--- config.mk ---
export PLATFORM = sky130hd
export DESIGN_NAME = i2c_master_sequencer
export DESIGN_NICKNAME = d
export VERILOG_FILES = /design/src/rtl/i2c_master_sequencer_pkg.sv /design/src/rtl/i2c_master_sequencer_phase_timer.sv /design/src/rtl/i2c_master_sequencer.sv
export SDC_FILE = /design/constraint.sdc
export NUM_CORES = 1
export LEC_CHECK = 0
export CAP_MARGIN = 20
export CELL_PAD_IN_SITES_DETAIL_PLACEMENT = 1
export CELL_PAD_IN_SITES_GLOBAL_PLACEMENT = 1
export CORE_AREA = 2 2 84 86
export CTS_BUF_LIST = sky130_fd_sc_hd__clkbuf_4
export DETAILED_ROUTE_END_ITERATION = 7
export DIE_AREA = 0 0 86 88
export HOLD_SLACK_MARGIN = 0.02
export PLACE_DENSITY_LB_ADDON = 0.1
export SYNTH_ARGS = -nofsm -noshare
export SYNTH_HDL_FRONTEND = slang
export SYNTH_SLANG_ARGS = --single-unit
--- constraint.sdc ---
create_clock -name clk -period 4.3 [get_ports clk]
set_input_delay 1.29 -clock clk [delete_from_list [all_inputs] [get_ports clk]]
set_output_delay 1.29 -clock clk [all_outputs]
set_load 0.02 [all_outputs]
--- src/rtl/i2c_master_sequencer_pkg.sv ---
// Shared definitions for the I2C master sequencer.
//   state_e   : bus-phase state codes (4-bit)
//   cmd_e     : host command encodings
//   cmd_req_t : command fields captured at acceptance
//   is_parked : true in the two states where a new command may be taken
package i2c_master_sequencer_pkg;

  typedef enum logic [3:0] {
    k_idle     = 4'd0,
    k_hold     = 4'd1,
    k_rstart   = 4'd2,
    k_start1   = 4'd3,
    k_start2   = 4'd4,
    k_bit_low  = 4'd5,
    k_bit_high = 4'd6,
    k_ack_low  = 4'd7,
    k_ack_high = 4'd8,
    k_stop1    = 4'd9,
    k_stop2    = 4'd10,
    k_stop3    = 4'd11
  } state_e;

  typedef enum logic [1:0] {
    k_cmd_start = 2'd0,
    k_cmd_write = 2'd1,
    k_cmd_read  = 2'd2,
    k_cmd_stop  = 2'd3
  } cmd_e;

  typedef struct packed {
    cmd_e op;
    logic ack;   // ack bit to send after a READ (1 = NACK)
  } cmd_req_t;

  function automatic logic is_parked(state_e s);
    return (s == k_idle) || (s == k_hold);
  endfunction

endpackage

--- src/rtl/i2c_master_sequencer_phase_timer.sv ---
// Phase timer for the I2C master sequencer.
//   clk, reset        : system clock, synchronous active-high reset
//   run               : a timed bus phase is in progress
//   stretch           : slave is holding SCL low; freeze the count at zero
//   dbl_clock_divisor : phase length minus one (compared live)
//   tc                : last cycle of the current phase
module i2c_master_sequencer_phase_timer #(
  parameter int CTR_W = 16
) (
  input  logic             clk,
  input  logic             reset,
  input  logic             run,
  input  logic             stretch,
  input  logic [CTR_W-1:0] dbl_clock_divisor,
  output logic             tc
);

  logic [CTR_W-1:0] ctr_reg;

  // >= rather than == so a divisor lowered below the count ends the phase
  assign tc = run & ~stretch & (ctr_reg >= dbl_clock_divisor);

  always_ff @(posedge clk) begin
    if (reset || !run || stretch || tc) ctr_reg <= '0;
    else                                ctr_reg <= ctr_reg + 1'b1;
  end

endmodule

--- src/rtl/i2c_master_sequencer.sv ---
// Command-level I2C master: sequences START / repeated START / byte WRITE /
// byte READ / STOP bus phases and drives open-drain SCL/SDA enables.
// Ports:
//   clk, reset            : system clock, synchronous active-high reset
//   dbl_clock_divisor     : phase length minus one (half SCL period)
//   cmd_valid/cmd_ready   : command handshake; cmd, cmd_data, cmd_ack captured
//   rsp_valid             : one-cycle completion pulse
//   rsp_data / rsp_nack   : READ byte / WRITE ack sample (held between updates)
//   rsp_err               : command was illegal in the current bus state
//   busy                  : a bus phase is in progress
//   scl_oe / sda_oe       : 1 pulls the line low
//   sda_i                 : SDA pad input (already synchronised)
//   scl_i                 : SCL pad input, only with I2C_CLOCK_STRETCH_EN
// Build option: define I2C_CLOCK_STRETCH_EN to honour slave clock stretching.
module i2c_master_sequencer
  import i2c_master_sequencer_pkg::*;
#(
  parameter int CTR_W = 16
) (
  input  logic             clk,
  input  logic             reset,
  input  logic [CTR_W-1:0] dbl_clock_divisor,
  input  logic             cmd_valid,
  output logic             cmd_ready,
  input  logic [1:0]       cmd,
  input  logic [7:0]       cmd_data,
  input  logic             cmd_ack,
  output logic             rsp_valid,
  output logic [7:0]       rsp_data,
  output logic             rsp_nack,
  output logic             rsp_err,
  output logic             busy,
  output logic             scl_oe,
  output logic             sda_oe,
`ifdef I2C_CLOCK_STRETCH_EN
  input  logic             scl_i,
`endif
  input  logic             sda_i
);

  state_e   state, state_next;
  cmd_req_t req_q;
  logic [2:0] bit_idx;
  logic [7:0] shreg;     // WRITE: byte being sent; READ: byte being gathered
  logic       sda_last;  // SDA level of the previous cycle, held in k_hold
  logic       accept, tc, stretch;
  logic       done_evt, err_evt;
  logic       bit_sda, ack_sda;

  assign cmd_ready = is_parked(state);
  assign busy      = ~cmd_ready;
  assign accept    = cmd_valid & cmd_ready;

`ifdef I2C_CLOCK_STRETCH_EN
  // only meaningful while we have released SCL ourselves
  assign stretch = busy & ~scl_oe & ~scl_i;
`else
  assign stretch = 1'b0;
`endif

  i2c_master_sequencer_phase_timer #(.CTR_W(CTR_W)) u_timer (
    .clk               (clk),
    .reset             (reset),
    .run               (busy),
    .stretch           (stretch),
    .dbl_clock_divisor (dbl_clock_divisor),
    .tc                (tc)
  );

  assign bit_sda = (req_q.op == k_cmd_write) ? ~shreg[bit_idx] : 1'b0;
  assign ack_sda = (req_q.op == k_cmd_read)  ? ~req_q.ack      : 1'b0;

  always_ff @(posedge clk) begin
    if (reset) state <= k_idle;
    else       state <= state_next;
  end

  always_comb begin
    state_next = state;
    scl_oe     = 1'b0;
    sda_oe     = 1'b0;
    done_evt   = 1'b0;
    err_evt    = 1'b0;
    case (state)
      k_idle: begin
        if (accept) begin
          if (cmd_e'(cmd) == k_cmd_start) state_next = k_start1;
          else                            err_evt    = 1'b1;
        end
      end
      k_hold: begin
        scl_oe = 1'b1;
        sda_oe = sda_last;
        if (accept) begin
          case (cmd_e'(cmd))
            k_cmd_start: state_next = k_rstart;
            k_cmd_write,
            k_cmd_read:  state_next = k_bit_low;
            default:     state_next = k_stop1;
          endcase
        end
      end
      k_rstart: begin
        scl_oe = 1'b1;
        if (tc) state_next = k_start1;
      end
      k_start1: begin
        if (tc) state_next = k_start2;
      end
      k_start2: begin
        sda_oe = 1'b1;
        if (tc) begin
          state_next = k_hold;
          done_evt   = 1'b1;
        end
      end
      k_bit_low: begin
        scl_oe = 1'b1;
        sda_oe = bit_sda;
        if (tc) state_next = k_bit_high;
      end
      k_bit_high: begin
        sda_oe = bit_sda;
        if (tc) state_next = (bit_idx == 3'd0) ? k_ack_low : k_bit_low;
      end
      k_ack_low: begin
        scl_oe = 1'b1;
        sda_oe = ack_sda;
        if (tc) state_next = k_ack_high;
      end
      k_ack_high: begin
        sda_oe = ack_sda;
        if (tc) begin
          state_next = k_hold;
          done_evt   = 1'b1;
        end
      end
      k_stop1: begin
        scl_oe = 1'b1;
        sda_oe = 1'b1;
        if (tc) state_next = k_stop2;
      end
      k_stop2: begin
        sda_oe = 1'b1;
        if (tc) state_next = k_stop3;
      end
      k_stop3: begin
        if (tc) begin
          state_next = k_idle;
          done_evt   = 1'b1;
        end
      end
      default: state_next = k_idle;
    endcase
  end

  always_ff @(posedge clk) begin
    if (reset) begin
      req_q     <= '0;
      bit_idx   <= 3'd7;
      shreg     <= '0;
      sda_last  <= 1'b0;
      rsp_valid <= 1'b0;
      rsp_err   <= 1'b0;
      rsp_data  <= '0;
      rsp_nack  <= 1'b0;
    end else begin
      sda_last  <= sda_oe;
      rsp_valid <= done_evt | err_evt;
      rsp_err   <= err_evt;
      if (accept) begin
        req_q   <= '{op: cmd_e'(cmd), ack: cmd_ack};
        shreg   <= cmd_data;
        bit_idx <= 3'd7;
      end
      if (tc) begin
        case (state)
          k_bit_high: begin
            if (req_q.op == k_cmd_read) shreg <= {shreg[6:0], sda_i};
            bit_idx <= bit_idx - 3'd1;  // 0 wraps back to 7 for the next byte
          end
          k_ack_high: begin
            if (req_q.op == k_cmd_write) rsp_nack <= sda_i;
            if (req_q.op == k_cmd_read)  rsp_data <= shreg;
          end
          default: ;
        endcase
      end
    end
  end

endmodule

==> summary.md, run 1 <==
| Metric | Value |
|---|---|
| Adder-cell share of the synthesized area | 9.49% |
| Number of buffer cells added on primary ports | 45 |
| Clk buf depth | 2 |
| Worst EP arrival | 2510 ps |
| Count of hold buffers inserted by post-cts repair | 0 |
| Leak pwr | 1.41 nW |
| Pre-antenna DRT Iters | 4 |
| Cell Rows | 30 |
| Setup Skew | 21.0 ps |
| Initial core utilization | 43.7% |
| Number of cells traversed by the worst register-to-register path | 7 |
| Critical path start-end classification | flop to output pin |
| Wire length of the first global-routing pass | 12.4 mm |
| Data required time at the worst endpoint | 3010 ps |
| Category of the worst setup path launch point | flop |
| Combinational family with the most area after synthesis | simple AND/OR/NAND/NOR gates |
| Mux share of post-synthesis cell area | 9.31% |
| Worst hold slack across all endpoints | 474 ps |
| Quantity of gates resized following cts | 0 |
| Number of levels in the clock H-tree | 2 |
| Setup crit end kind | output pin |
| Leading post-synthesis cells by cell area | dfxtp_1 (32%), ha_1 (9.5%), mux2i_1 (7.2%), nand2b_1 (5.4%), nand2_1 (5.0%) |
| Fraction of registers with async set/reset | 0% |
| Via count of the first global-routing pass | 2564 |
| Flop-to-flop setup slack | 1760 ps |
| CTS tree | done |
| Remaining antenna violation count | 0 |
| Unrepaired setup endpoints after global routing | false |
| Dominant cell by count in the synthesized netlist | dfxtp_1 |
| Worst max-slew margin expressed relative to the limit | 48.1% |
| Number of unique standard cell types used by synthesis | 52 |
| HPWL reported at the end of detailed placement | 5.62 mm |
| Ant. Diodes | 0 |
| Register bit total from synthesis | 46 |
| Yosys warns | 0 |
| Portion of synthesized cell area occupied by the leading cell type | 31.7% |
| Mean Syn Cell Area | 8.41 um^2 |
| Clock transition at the registers of the reported paths | 140 ps |
| Cell taking the most area after synthesis | dfxtp_1 |
| Die height | 88 um |
| Simple-gate share of the synthesized area | 26.7% |
| Total Routing Usage GR | 20.8% |
| Antenna violations before repair | 0 |
| Result of the run | finished, final reports clean |
| Number of nets in the finished design | 439 |
| Type of the most critical hold path | flop to flop |
| DIE WIDTH | 86 um |
| Number of nets produced by synthesis | 398 |
| Post-route DRC | 0 |
| Layout overhead on the synthesized area | 19.7% |
| Clock network latency to the later pin of the worst-skew pair | 370 ps |
| Total Wirelength | 7.27 mm |
| Maximum number of pins on one net before global-route repair | 22 |
| Post-synthesis sequential area ratio | 31.7% |
| Routed vias/inst | 5.33 |
| Number of buffers created by CTS | 5 |
| Placer Congestion | 0.763 |
| Cell area after technology mapping | 0.00290 mm^2 |
| Initial DRC Count | 100 |
| Crit path max fanout | 5 |
| Area of the die | 0.00757 mm^2 |
| Number of flip-flops under the largest register name | 16 |
| Accumulated negative setup slack | 0 ps |
| Residual overflow from global routing | 0 |
| Hold Path Stages | 2 |
| FMAX | 263 MHz |
| Clk Tree Root Cell | clkbuf_4 |
| Number of top-level design ports | 46 |
| Number of flops mapped to enable cells by yosys | 0 |
| Fraction of synthesized cell area in xor and xnor cells | 4.83% |
| Number of inserted filler cells in the final layout | 812 |
| Fraction of the cycle the final worst path needs | 88.3% |
| Mapped Cells | 345 |
| Primary FF master, synth | dfxtp_1 |
| Number of hold violations in the final report | 0 |
| Maximum capacitance violations | 0 |
| WL/cell | 15.6 um |
| Clock period minus final worst setup slack | 3800 ps |
| Number of buffers added for setup after CTS | 0 |
| Fraction of layout cells with a size suffix above 1 | 6.46% |
| List of most frequent post-synthesis cells | dfxtp_1 (46), nand2_1 (39), nor2_1 (32) |
| Power per cell area | 322 mW/mm^2 |
| Core outline area | 0.00664 mm^2 |
| Clk sink count | 46 |
| Vias | 2489 |
| Max Transition Viols Final | 0 |
| Maximum resistive drop on vdd | 0.139 mV |
| Fraction of the mapped netlist area in compound gates | 11.9% |
| Least-Margin Pin Slew | 773 ps |
| Number of failing setup endpoints in the final timing report | 0 |
## critical path: stages (launching register included)
cell             delay (ps)
dfxtp_1                 500
mux4_2                  540
mux2i_1                 190
nand4_1                 140
o2111ai_1               130
clkdlybuf4s50_1         640
## path summary, 6_finish.rpt
check,start,to
worst max-delay path,bit_idx[0]$_SDFF_PP1_,sda_oe
worst min-delay path,req_q[0]$_SDFFE_PP0P_,req_q[0]$_SDFFE_PP0P_
worst max register to register,u_timer.ctr_reg[0]$_SDFF_PP0_,shreg[3]$_SDFF_PP0_
worst min register to register,req_q[0]$_SDFFE_PP0P_,req_q[0]$_SDFFE_PP0P_
## placed cells by master (no fill, tap or decap), drive strengths merged, types with 2 or more instances in the layout
cell type	n
nor3	10
ha	22
a311oi	2
mux4	2
nand3	3
clkbuf	6
clkinv	2
nand3b	3
dfxtp	46
o21a	2
inv	26
o21ai	6
o21bai	4
clkdlybuf4s50	45
mux2i	21
and3	4
a31o	3
xnor2	9
a21oi	10
nor2b	6
and2	3
a21o	9
or4b	2
a31oi	6
nor2	32
xor2	7
or3	2
nor3b	3
nor4b	2
nand2b	25
buf	5
nand4	7
nand2	39
## logic make-up after synthesis
family | Yosys count
flip-flops | 46
multiplexers | 24
AO/OA/AOI/OAI | 48
adder cells (fa/ha/maj) | 22
XOR/XNOR | 16
AND/OR/NAND/NOR | 147
buffers and inverters | 42
## power by group
group | leakage [nW] | internal, mW | switching [mW]
logic | 1.01 | 0.188 | 0.198
registers | 0.373 | 0.459 | 0.0657
clock network | 0.0331 | 0.0680 | 0.141
total | 1.41 | 0.714 | 0.404
## cell type report
class / instances / area, um^2 / area share, %
multi-input combinational: 257 / 1810 / 52.2
sequential: 46 / 921 / 26.5
timing repair buffer: 50 / 488 / 14.0
tap: 80 / 100 / 2.88
inverter: 26 / 97.6 / 2.81
clock buffer: 6 / 45.0 / 1.30
clock inverter: 2 / 8.76 / 0.252
## per-layer routing
| layer | share of wire (%) | vias up | wire, um | track usage (%) |
|---|---|---|---|---|
| met5 | 0 | - | 0 | 0 |
| met4 | 1.3 | 0 | 91 | 5.34 |
| met3 | 3.2 | 7 | 234 | 3.77 |
| met2 | 48 | 39 | 3480 | 34.8 |
| met1 | 48 | 1183 | 3460 | 27.7 |
| li1 | - | 1260 | - | - |
## metrics by stage
stage	power, mW	utilization, %	instance area (um^2)	setup slack [ps]	instances
6_report	1.12	52.3	3470	502	467
5_1_grt	1.20	52.3	3470	302	467
4_1_cts	1.13	52.3	3470	466	467
3_5_place_dp	0.920	51.5	3420	436	459
3_3_place_gp	0.910	51.5	3420	530	459
2_1_floorplan	0.771	-	2900	1070	345
Note: power is estimated with default switching activity, not from simulation.
==> run 2: changes to the inputs <==
--- a/config.mk
+++ b/config.mk
@@ -8,10 +8,10 @@
 export CAP_MARGIN = 20
 export CELL_PAD_IN_SITES_DETAIL_PLACEMENT = 1
 export CELL_PAD_IN_SITES_GLOBAL_PLACEMENT = 1
-export CORE_AREA = 2 2 84 86
+export CORE_AREA = 2 2 87 89
 export CTS_BUF_LIST = sky130_fd_sc_hd__clkbuf_4
 export DETAILED_ROUTE_END_ITERATION = 7
-export DIE_AREA = 0 0 86 88
+export DIE_AREA = 0 0 89 91
 export HOLD_SLACK_MARGIN = 0.02
 export PLACE_DENSITY_LB_ADDON = 0.1
 export SYNTH_ARGS = -nofsm -noshare
==> constraint.sdc (replaced) <==
create_clock -name clk -period 3.54 [get_ports clk]
set_input_delay 1.062 -clock clk [delete_from_list [all_inputs] [get_ports clk]]
set_output_delay 1.062 -clock clk [all_outputs]
set_load 0.02 [all_outputs]
==> run 2 against run 1 <==
Against the previous run: die area grew 7.0%; via count rose by 0.84%; clock skew down 10 ps; utilization fell by 1.7 points; total power increased by 32%; critical path type unchanged; largest cell class unchanged; highest routed layer unchanged.
==> summary.md, run 2 (synthesis results as in run 1) <==
| Metric | Value |
|---|---|
| Setup WS pre-CTS | -0.845 ps (-437 ps) |
| WL/cell | 14.6 um (-6.4%) |
| Setup crit end kind | output pin |
| Total Wirelength | 7.18 mm (-1.2%) |
| Setup Skew | 10.7 ps (-10.3 ps) |
| Area taken by flip-flops and latches | 922 um^2 (+0.14%) |
| Hold Path Stages | 2 (unchanged) |
| Layout overhead on the synthesized area | 24.3% |
| Clk buf depth | 2 (unchanged) |
| Via count of the first global-routing pass | 2488 (-3.0%) |
| Initial DRC Count | 101 (+1.0%) |
| Total Routing Usage GR | 19.2% (-1.6 points) |
| Area of the die | 0.00810 mm^2 (+7.0%) |
| Critical path start-end classification | flop to output pin |
| Maximum resistive drop on vdd | 0.139 mV (about the same) |
| Number of nets in the finished design | 446 (+1.6%) |
| Number of flip-flops under the largest register name | 16 (unchanged) |
| Category of the worst setup path launch point | flop |
| Switching component of the power | 520 uW (+29%) |
| HPWL reported at the end of detailed placement | 5.39 mm (-4.0%) |
| Wire length of the first global-routing pass | 12.2 mm (-1.5%) |
| Number of levels in the clock H-tree | 2 (unchanged) |
| Number of buffers added for setup after CTS | 0 (unchanged) |
| Least-Margin Pin Slew | 567 ps (-206 ps) |
| Fraction of the cycle the final worst path needs | 90.9% |
| DIE WIDTH | 89 um (+3.5%) |
| Antenna violations before repair | 0 (unchanged) |
| Clock period minus final worst setup slack | 3220 ps |
| Number of hold violations in the final report | 0 (unchanged) |
| Maximum capacitance violations | 0 (unchanged) |
| Fraction of layout cells with a size suffix above 1 | 8.63% (+2.2 points) |
| Core outline area | 0.00714 mm^2 (+7.4%) |
| Footprint of the multi-input gates | 0.00181 mm^2 (unchanged) |
| Flop-to-flop setup slack | 1190 ps (-570 ps) |
| Clock network latency to the later pin of the worst-skew pair | 370 ps (about the same) |
| Max Transition Viols Final | 0 (unchanged) |
| Die height | 91 um (+3.4%) |
| Result of the run | finished, final reports clean |
| Pre-antenna DRT Iters | 4 (unchanged) |
| Worst EP arrival | 2160 ps (-350 ps) |
| Number of inserted filler cells in the final layout | 885 (+9.0%) |
| Routed vias/inst | 5.09 (-4.5%) |
| Power share of the clock group | 22.9% (+4.2 points) |
| Hold Path End | req_q[0]$_SDFFE_PP0P_ |
| Number of top-level design ports | 46 (unchanged) |
| Cell total after placement | 485 (+5.7%) |
| CTS tree | done |
| Unrepaired setup endpoints after global routing | false |
| Power per cell area | 410 mW/mm^2 (+27%) |
| Number of buffer cells added on primary ports | 45 (unchanged) |
| Non-filler cells in the finished layout | 493 (+5.6%) |
| Ant. Diodes | 0 (unchanged) |
| Crit Reg-Reg Endpoint | shreg[2]$_SDFF_PP0_ |
| Post-route worst setup slack | 322 ps (-180 ps) |
| Hold wc startpoint | req_q[0]$_SDFFE_PP0P_ |
| Internal Pwr Total | 960 uW (+34%) |
| Type of the most critical hold path | flop to flop |
| Initial core utilization | 40.7% (-3.0 points) |
| Post-route DRC | 0 (unchanged) |
| Cell Rows | 31 (+3.3%) |
| Commonest non-fill, non-tap cell in the layout | dfxtp_1 |
| Crit path max fanout | 16 (+11) |
| Maximum number of pins on one net before global-route repair | 27 (+23%) |
| Number of cells traversed by the worst register-to-register path | 9 (+2) |
| Data required time at the worst endpoint | 2480 ps (-530 ps) |
| FMAX | 311 MHz |
| Clk Tree Root Cell | clkbuf_4 |
| Sequential power share | 42.4% (-4.5 points) |
| Residual overflow from global routing | 0 (unchanged) |
| Share of total power in combinational logic | 34.7% (+0.3 points) |
| Switching fraction of total power | 35.1% (-1.0 points) |
| Clock transition at the registers of the reported paths | 150 ps (about the same) |
| Number of failing setup endpoints in the final timing report | 0 (unchanged) |
| Beginning of the worst register-to-register path | u_timer.ctr_reg[0]$_SDFF_PP0_ |
| Number of buffers created by CTS | 5 (unchanged) |
| Worst max-slew margin expressed relative to the limit | 62.2% (+14 points) |
| Top library cells by usage in the layout, fill and taps aside | dfxtp_1 (45), clkdlybuf4s50_1 (44), nand2_1 (39) |
| Vias | 2510 (+0.84%) |
| Placer Congestion | 0.819 (+7.4%) |
| Leak pwr | 1.48 nW (+4.7%) |
| Clk sink count | 46 (unchanged) |
| Remaining antenna violation count | 0 (unchanged) |
## run 2: how the worst max path moves through the flow
stage,startpoint,endpoint,slack (ps),cells after the start
6_report,state[1]$_SDFFE_PP0P_,scl_oe,320,3
5_1_grt,state[1]$_SDFFE_PP0P_,scl_oe,150,3
4_1_cts,bit_idx[0]$_SDFF_PP1_,sda_oe,6,5
3_5_place_dp,dbl_clock_divisor[15],state[3]$_SDFFE_PP0P_,-0.8,8
3_3_place_gp,dbl_clock_divisor[15],state[3]$_SDFFE_PP0P_,70,8
2_1_floorplan,dbl_clock_divisor[15],state[3]$_SDFFE_PP0P_,540,8
## run 2: layout make-up
type | instances | share of cell area [%]
Clock inverter | 3 | 1.25
Multi-Input combinational cell | 257 | 50.3
Timing Repair Buffer | 57 | 15.7
Clock buffer | 5 | 1.04
Tap cell | 99 | 3.43
Sequential cell | 46 | 25.6
Inverter | 26 | 2.71
## run 2: metal layers
metal | routed length (um) | vias to the layer above | track usage (%)
li1 | - | 1273 | -
met3 | 230 | 9 | 3.55
met4 | 76 | 0 | 4.10
met2 | 3300 | 40 | 30.7
met1 | 3580 | 1188 | 26.8
met5 | 0 | - | 0
## run 2: critical path: stages (launching register included)
cell	delay, ps
dfxtp_1	710
nand2b_1	190
o31ai_1	240
clkdlybuf4s50_1	640
## run 2: metrics by stage
| stage | hold slack [ps] | TNS, ps | util (%) | instance area [um^2] | total power, mW |
|---|---|---|---|---|---|
| finish | 474 | 0 | 50.5 | 3610 | 1.48 |
| global route | 501 | 0 | 50.5 | 3610 | 1.58 |
| CTS | 480 | 0 | 50.5 | 3600 | 1.50 |
| detailed placement | 454 | -0.845 | 49.3 | 3520 | 1.16 |
| global placement | 448 | 0 | 49.3 | 3520 | 1.14 |
| floorplan | 426 | 0 | - | 2900 | 0.937 |
## run 2: power by group through the flow
stage	Sequential [mW]	Combinational (mW)	Clock (mW)
final	0.627	0.513	0.339
after global routing	0.639	0.570	0.370
after CTS	0.627	0.521	0.348
after detailed placement	0.639	0.518	0
after global placement	0.638	0.503	0
after floorplan	0.597	0.340	0
## run 2: what timing repair did
action	in CTS	in global routing
hold buffers	0	0
gates resized for setup	1	1
setup endpoints to repair	1	1
==> run 3: changes to the inputs <==
--- a/config.mk
+++ b/config.mk
@@ -5,6 +5,7 @@
 export SDC_FILE = /design/constraint.sdc
 export NUM_CORES = 1
 export LEC_CHECK = 0
+export ABC_AREA = 1
 export CAP_MARGIN = 20
 export CELL_PAD_IN_SITES_DETAIL_PLACEMENT = 1
 export CELL_PAD_IN_SITES_GLOBAL_PLACEMENT = 1
@@ -16,4 +17,5 @@
 export PLACE_DENSITY_LB_ADDON = 0.1
 export SYNTH_ARGS = -nofsm -noshare
 export SYNTH_HDL_FRONTEND = slang
+export SYNTH_HIERARCHICAL = 1
 export SYNTH_SLANG_ARGS = --single-unit
==> run 3 against run 2 <==
Against the previous run: synthesized cell count grew 14%; maximum frequency shrank 3.2%; sequential power grew 4.5%; non-clock buffer count shrank 9; sequential share of layout area grew 1.3 points; worst hold slack lost 2.5 ps; largest cell class unchanged; die area is the same; largest power group unchanged; register-to-register slack gained 130 ps; flip-flop and latch count is the same.
==> summary.md, run 3 <==
| Metric | Value |
|---|---|
| Total Wirelength | 6.78 mm (-5.6%) |
| Mapped Cells | 394 (+14%) |
| Fraction of the cycle the final worst path needs | 93.9% (+3.0 points) |
| Initial core utilization | 39.0% (-1.6 points) |
| Number of unique standard cell types used by synthesis | 35 (-33%) |
| Adder-cell share of the synthesized area | 9.88% (+0.39 points) |
| Mean Syn Cell Area | 7.07 um^2 (-16%) |
| Initial DRC Count | 86 (-15%) |
| Number of buffers added for setup after CTS | 0 (unchanged) |
| Number of nets produced by synthesis | 447 (+12%) |
| Cell area after layout | 0.00343 mm^2 (-5.0%) |
| Number of inserted filler cells in the final layout | 954 (+7.8%) |
| Number of buffers created by CTS | 5 (unchanged) |
| Mux share of post-synthesis cell area | 0% (-9.3 points) |
| Fraction of synthesized cell area in xor and xnor cells | 4.71% (-0.11 points) |
| Combinational family with the most area after synthesis | simple AND/OR/NAND/NOR gates |
| Worst max-slew margin expressed relative to the limit | 65.4% (+3.2 points) |
| Number of nets in the finished design | 495 (+11%) |
| Vias | 2579 (+2.7%) |
| CTS tree | done |
| Least-Margin Pin Slew | 519 ps (-48.2 ps) |
| Remaining antenna violation count | 0 (unchanged) |
| CP most frequent cell | nor2_1 |
| Layout overhead on the synthesized area | 23.0% |
| Fraction of registers with async set/reset | 0% (unchanged) |
| Leading post-synthesis cells by cell area | dfxtp_1 (33%), nand2_1 (11%), ha_1 (9.9%), inv_1 (7.7%), nor2_1 (5.9%) |
| Worst EP arrival | 2260 ps (+100 ps) |
| Total Routing Usage GR | 17.9% (-1.3 points) |
| List of most frequent post-synthesis cells | nand2_1 (79), inv_1 (57), dfxtp_1 (46) |
| Ant. Diodes | 0 (unchanged) |
| Maximum resistive drop on vdd | 0.246 mV (+78%) |
| Register bit total from synthesis | 46 (unchanged) |
| Cell area after technology mapping | 0.00279 mm^2 (-4.0%) |
| Fraction of layout cells with a size suffix above 1 | 8.80% (+0.17 points) |
| Wire length of the first global-routing pass | 11.6 mm (-5.5%) |
| Placed cell areas | 0.00333 mm^2 (-5.5%) |
| Number of failing setup endpoints in the final timing report | 0 (unchanged) |
| Accumulated negative setup slack | 0 ps (unchanged) |
| Cell Rows | 31 (unchanged) |
| Clk Tree Root Cell | clkbuf_4 |
| CP Cell Sequence | nand2_1 -> nor2_1 -> nor2_1 -> nor2_1 -> nand3_1 -> nand2_1 -> clkdlybuf4s50_1 |
| Routed vias/inst | 4.76 (-6.5%) |
| Number of flip-flops under the largest register name | 16 (unchanged) |
| Number of top-level design ports | 46 (unchanged) |
| Via count of the first global-routing pass | 2588 (+4.0%) |
| Maximum number of pins on one net before global-route repair | 20 (-26%) |
| Setup crit end kind | output pin |
| Number of levels in the clock H-tree | 2 (unchanged) |
| Simple-gate share of the synthesized area | 29.5% (+2.8 points) |
| Maximum capacitance violations | 0 (unchanged) |
| DIE WIDTH | 89 um (unchanged) |
| Max Transition Viols Final | 0 (unchanged) |
| Area of the die | 0.00810 mm^2 (unchanged) |
| Category of the worst setup path launch point | flop |
| Number of hold violations in the final report | 0 (unchanged) |
| Setup Skew | 22.5 ps (+11.8 ps) |
| Unrepaired setup endpoints after global routing | false |
| Power per cell area | 491 mW/mm^2 (+20%) |
| Data required time at the worst endpoint | 2480 ps (about the same) |
| HPWL reported at the end of detailed placement | 5.46 mm (+1.2%) |
| Yosys warns | 6 (+6) |
| Antenna violations before repair | 0 (unchanged) |
| Dominant cell by count in the synthesized netlist | nand2_1 |
| Pre-antenna DRT Iters | 4 (unchanged) |
| Critical path start-end classification | flop to output pin |
| Clk sink count | 46 (unchanged) |
| Post-route worst setup slack | 215 ps (-107 ps) |
| Number of flops mapped to enable cells by yosys | 0 (unchanged) |
| Placer Congestion | 0.808 (-1.4%) |
| FMAX | 301 MHz (-3.2%) |
| Primary FF master, synth | dfxtp_1 |
| Die height | 91 um (unchanged) |
| Residual overflow from global routing | 0 (unchanged) |
| Clock period minus final worst setup slack | 3320 ps (+107 ps) |
| Worst-path cell with the longest stage delay | clkdlybuf4s50_1 |
| Post-route DRC | 0 (unchanged) |
| Clk buf depth | 2 (unchanged) |
| Type of the most critical hold path | flop to flop |
| Top library cells by usage in the layout, fill and taps aside | nand2_1 (79), inv_1 (57), dfxtp_1 (45), clkdlybuf4s50_1 (45), nor2_1 (44) |
| Commonest non-fill, non-tap cell in the layout | nand2_1 |
| Fraction of the mapped netlist area in compound gates | 12.4% (+0.45 points) |
| End-of-flow core utilization | 48.0% (-2.5 points) |
| Cell taking the most area after synthesis | dfxtp_1 |
| Clock transition at the registers of the reported paths | 150 ps (about the same) |
| Post-synthesis sequential area ratio | 33.0% (+1.3 points) |
| Portion of synthesized cell area occupied by the leading cell type | 33.0% (+1.3 points) |
| Clock network latency to the later pin of the worst-skew pair | 370 ps (about the same) |
| Leak pwr | 1.47 nW (-0.38%) |
| Number of buffer cells added on primary ports | 45 (unchanged) |
| Result of the run | finished, final reports clean |
| Crit path max fanout | 9 (-7) |
| WL/cell | 12.5 um (-14%) |
| Crit-path max cell delay | 610 ps (-100 ps) |
| Setup WS pre-CTS | 118 ps (+119 ps) |
| Core outline area | 0.00714 mm^2 (unchanged) |
[run 3: changes by cell type in the layout (fill, tap and decap cells not counted), sizes merged, moves of 20 or more]
cell	previous run	this run
a21oi	10	30
nand3	3	24
nand2b	25	0
inv	26	61
mux2i	21	0
nor2	32	54
nand2	39	88
o21ai	6	29
[run 3: power by group]
part | internal [mW] | total [mW] | switching [mW]
registers | 0.583 | 0.655 | 0.0720
logic | 0.241 | 0.637 | 0.396
clock network | 0.218 | 0.392 | 0.175
[run 3: timing repair]
action | in CTS | in global routing
endpoints found under the hold margin | 0 | 0
hold buffers | 0 | 0
gates resized for setup | 0 | 1
setup endpoints to repair | 0 | 1
[run 3: layout make-up]
class | count | area (um^2) | area share [%]
multi-input cells | 280 | 1580 | 46.0
flip-flops and latches | 46 | 922 | 26.9
clock inverters | 3 | 63.8 | 1.86
well taps | 99 | 124 | 3.61
inverters | 61 | 231 | 6.75
repair buffers | 48 | 473 | 13.8
clock buffers | 5 | 37.5 | 1.09
[run 3: cells by family (layout without fill, tap and decap cells)]
logic type	count (synthesis)	count (layout)
and+or+nand+nor	177	177
xor gates and xnor gates	15	15
adders and majority gates	22	22
AOI/OAI and AO/OA	65	65
other	1	1
DFF	46	46
buffers and inverters	68	117
[run 3: per-layer routing]
layer | GRT usage [%] | routed length (um) | up-vias
li1 | - | - | 1342
met1 | 23.0 | 3050 | 1199
met2 | 30.3 | 3450 | 32
met3 | 3.73 | 229 | 6
met4 | 4.10 | 42 | 0
met5 | 0 | 0 | -
[run 3: critical path: cells and delay by family (launching register included)]
kind,cells,cell delay [ps]
AND/OR/NAND/NOR,6,740
buffers and inverters,1,610
flip-flops,1,540
[run 3: path summary, 6_finish.rpt]
path	from	to	slack [ps]	cells past startpoint
worst max-delay path	state[0]$_SDFFE_PP0P_	sda_oe	220	7
worst min-delay path	rsp_data[6]$_SDFFE_PP0P_	rsp_data[6]$_SDFFE_PP0P_	470	2
worst max register to register	u_timer/ctr_reg[0]$_SDFF_PP0_	rsp_data[1]$_SDFFE_PP0P_	1320	16
worst min register to register	rsp_data[6]$_SDFFE_PP0P_	rsp_data[6]$_SDFFE_PP0P_	470	2
[run 3: metrics by stage]
| step | total power [mW] | hold slack [ps] | instances |
|---|---|---|---|
| finish | 1.68 | 471 | 542 |
| global route | 1.81 | 495 | 542 |
| CTS | 1.71 | 478 | 542 |
| detailed placement | 1.30 | 457 | 534 |
| global placement | 1.29 | 452 | 534 |
| floorplan | 1.10 | 429 | 394 |
==> variant: new RTL, settings of run 2 <==
`CTR_W` is set to 16 in 2 places; all go to 32.
--- a/src/rtl/i2c_master_sequencer_phase_timer.sv
+++ b/src/rtl/i2c_master_sequencer_phase_timer.sv
@@ -5,7 +5,7 @@
 //   dbl_clock_divisor : phase length minus one (compared live)
 //   tc                : last cycle of the current phase
 module i2c_master_sequencer_phase_timer #(
-  parameter int CTR_W = 16
+  parameter int CTR_W = 32
 ) (
   input  logic             clk,
   input  logic             reset,
--- a/src/rtl/i2c_master_sequencer.sv
+++ b/src/rtl/i2c_master_sequencer.sv
@@ -15,7 +15,7 @@
 module i2c_master_sequencer
   import i2c_master_sequencer_pkg::*;
 #(
-  parameter int CTR_W = 16
+  parameter int CTR_W = 32
 ) (
   input  logic             clk,
   input  logic             reset,
Interface: changed (resized dbl_clock_divisor); port bits go from 46 to 62. The function was not compared with the original's and may differ.
==> variant against run 2 <==
The run now ends with setup timing left. Final area rose by 33%. Synthesized area grew 30%. Setup slack worse by 0.61 ns. Non-clock buffer count increased by 28. Final cell count increased by 29%. Wire length up 110%. Critical endpoint is now rsp_data[1]. Sequential power rose by 30%. Sequential share of layout area increased by 0.22 points. Total power rose by 29%. Combinational power increased by 16%. Sequential cell count rose by 16. Global-route usage grew 12 points.
==> variant: results (changes against run 2) <==
[outcome]
status=complete, but fails checks  ; was finished clean
violations=setup timing

[yosys]
synth_mux_area_share_pct=7.593  ; was 9.314%
synth-compound-area-share_pct=9.715  ; was 11.94%
synthXorXnorAreaFrac_pct=7.659  ; was 4.830%
synth.net_count=540  ; was 398

[timing]
finClkSkew_ns=0.02781  ; was 0.01069 ns
final-setup-viol-count=56  ; was 0
tns_ns=-7.701  ; was 0 ns
timing.final.ws_setup_ns=-0.2862  ; was 0.3224 ns

[worst_setup_path]
critPathTopFamily=compound AO/OA/AOI/OAI gates  ; was flip-flops
cpPeakStageDelay_ns=0.47  ; was 0.71 ns
slowest_stage=clkdlybuf4s50_1  ; was dfxtp_1

[cells_and_area]
num-nets-final=618  ; was 446
buf_share_pct=17.18  ; was 15.75%
inv_count=39  ; was 26
area_delta_synth_final_pct=27.59  ; was 24.32%
clockNetworkAreaShare_pct=2.755  ; was 2.289%
seq_cells=62  ; was 46
multi_input_area_mm2=0.002344  ; was 0.001813 mm^2

[power]
p_leak_nw=2.098  ; was 1.479 nW
vdd_drop_max_uv=292.3  ; was 138.6 uV

[grt]
met1_usage_pct=34.39  ; was 26.83%
grtUsageMet2_pct=54.04  ; was 30.72%
grtUsageTotal_pct=30.87  ; was 19.20%
use_met3_pct=6.909  ; was 3.545%

[clock_network]
htreeDepth=3  ; was 2

## variant: path summary, 6_finish.rpt
kind | depth (start not counted) | start | slack, ns | to
max | 13 | dbl_clock_divisor[11] | -0.29 | rsp_data[1]
min | 2 | rsp_nack | 0.49 | rsp_nack
max reg2reg | 11 | u_timer.ctr_reg[11] | 0.49 | rsp_data[1]
min reg2reg | 2 | rsp_nack | 0.49 | rsp_nack
## variant: metrics by stage
stage / hold slack, ns / area, um^2 / setup slack (ns) / std cells
final: 0.4884 / 4815 / -0.2862 / 637
after detailed placement: 0.4676 / 4591 / -0.4516 / 615
after global placement: 0.4434 / 4591 / -0.2062 / 615
after global routing: 0.5004 / 4815 / -0.2548 / 637
after floorplan: 0.4297 / 3774 / 0.3309 / 455
after CTS: 0.4858 / 4738 / -0.0001421 / 631
## variant: power by group
group | internal, mW | switching, mW | leakage [nW] | total, mW
clock network | 0.211 | 0.290 | 0.0747 | 0.501
registers | 0.737 | 0.0799 | 0.502 | 0.817
logic | 0.268 | 0.325 | 1.52 | 0.593
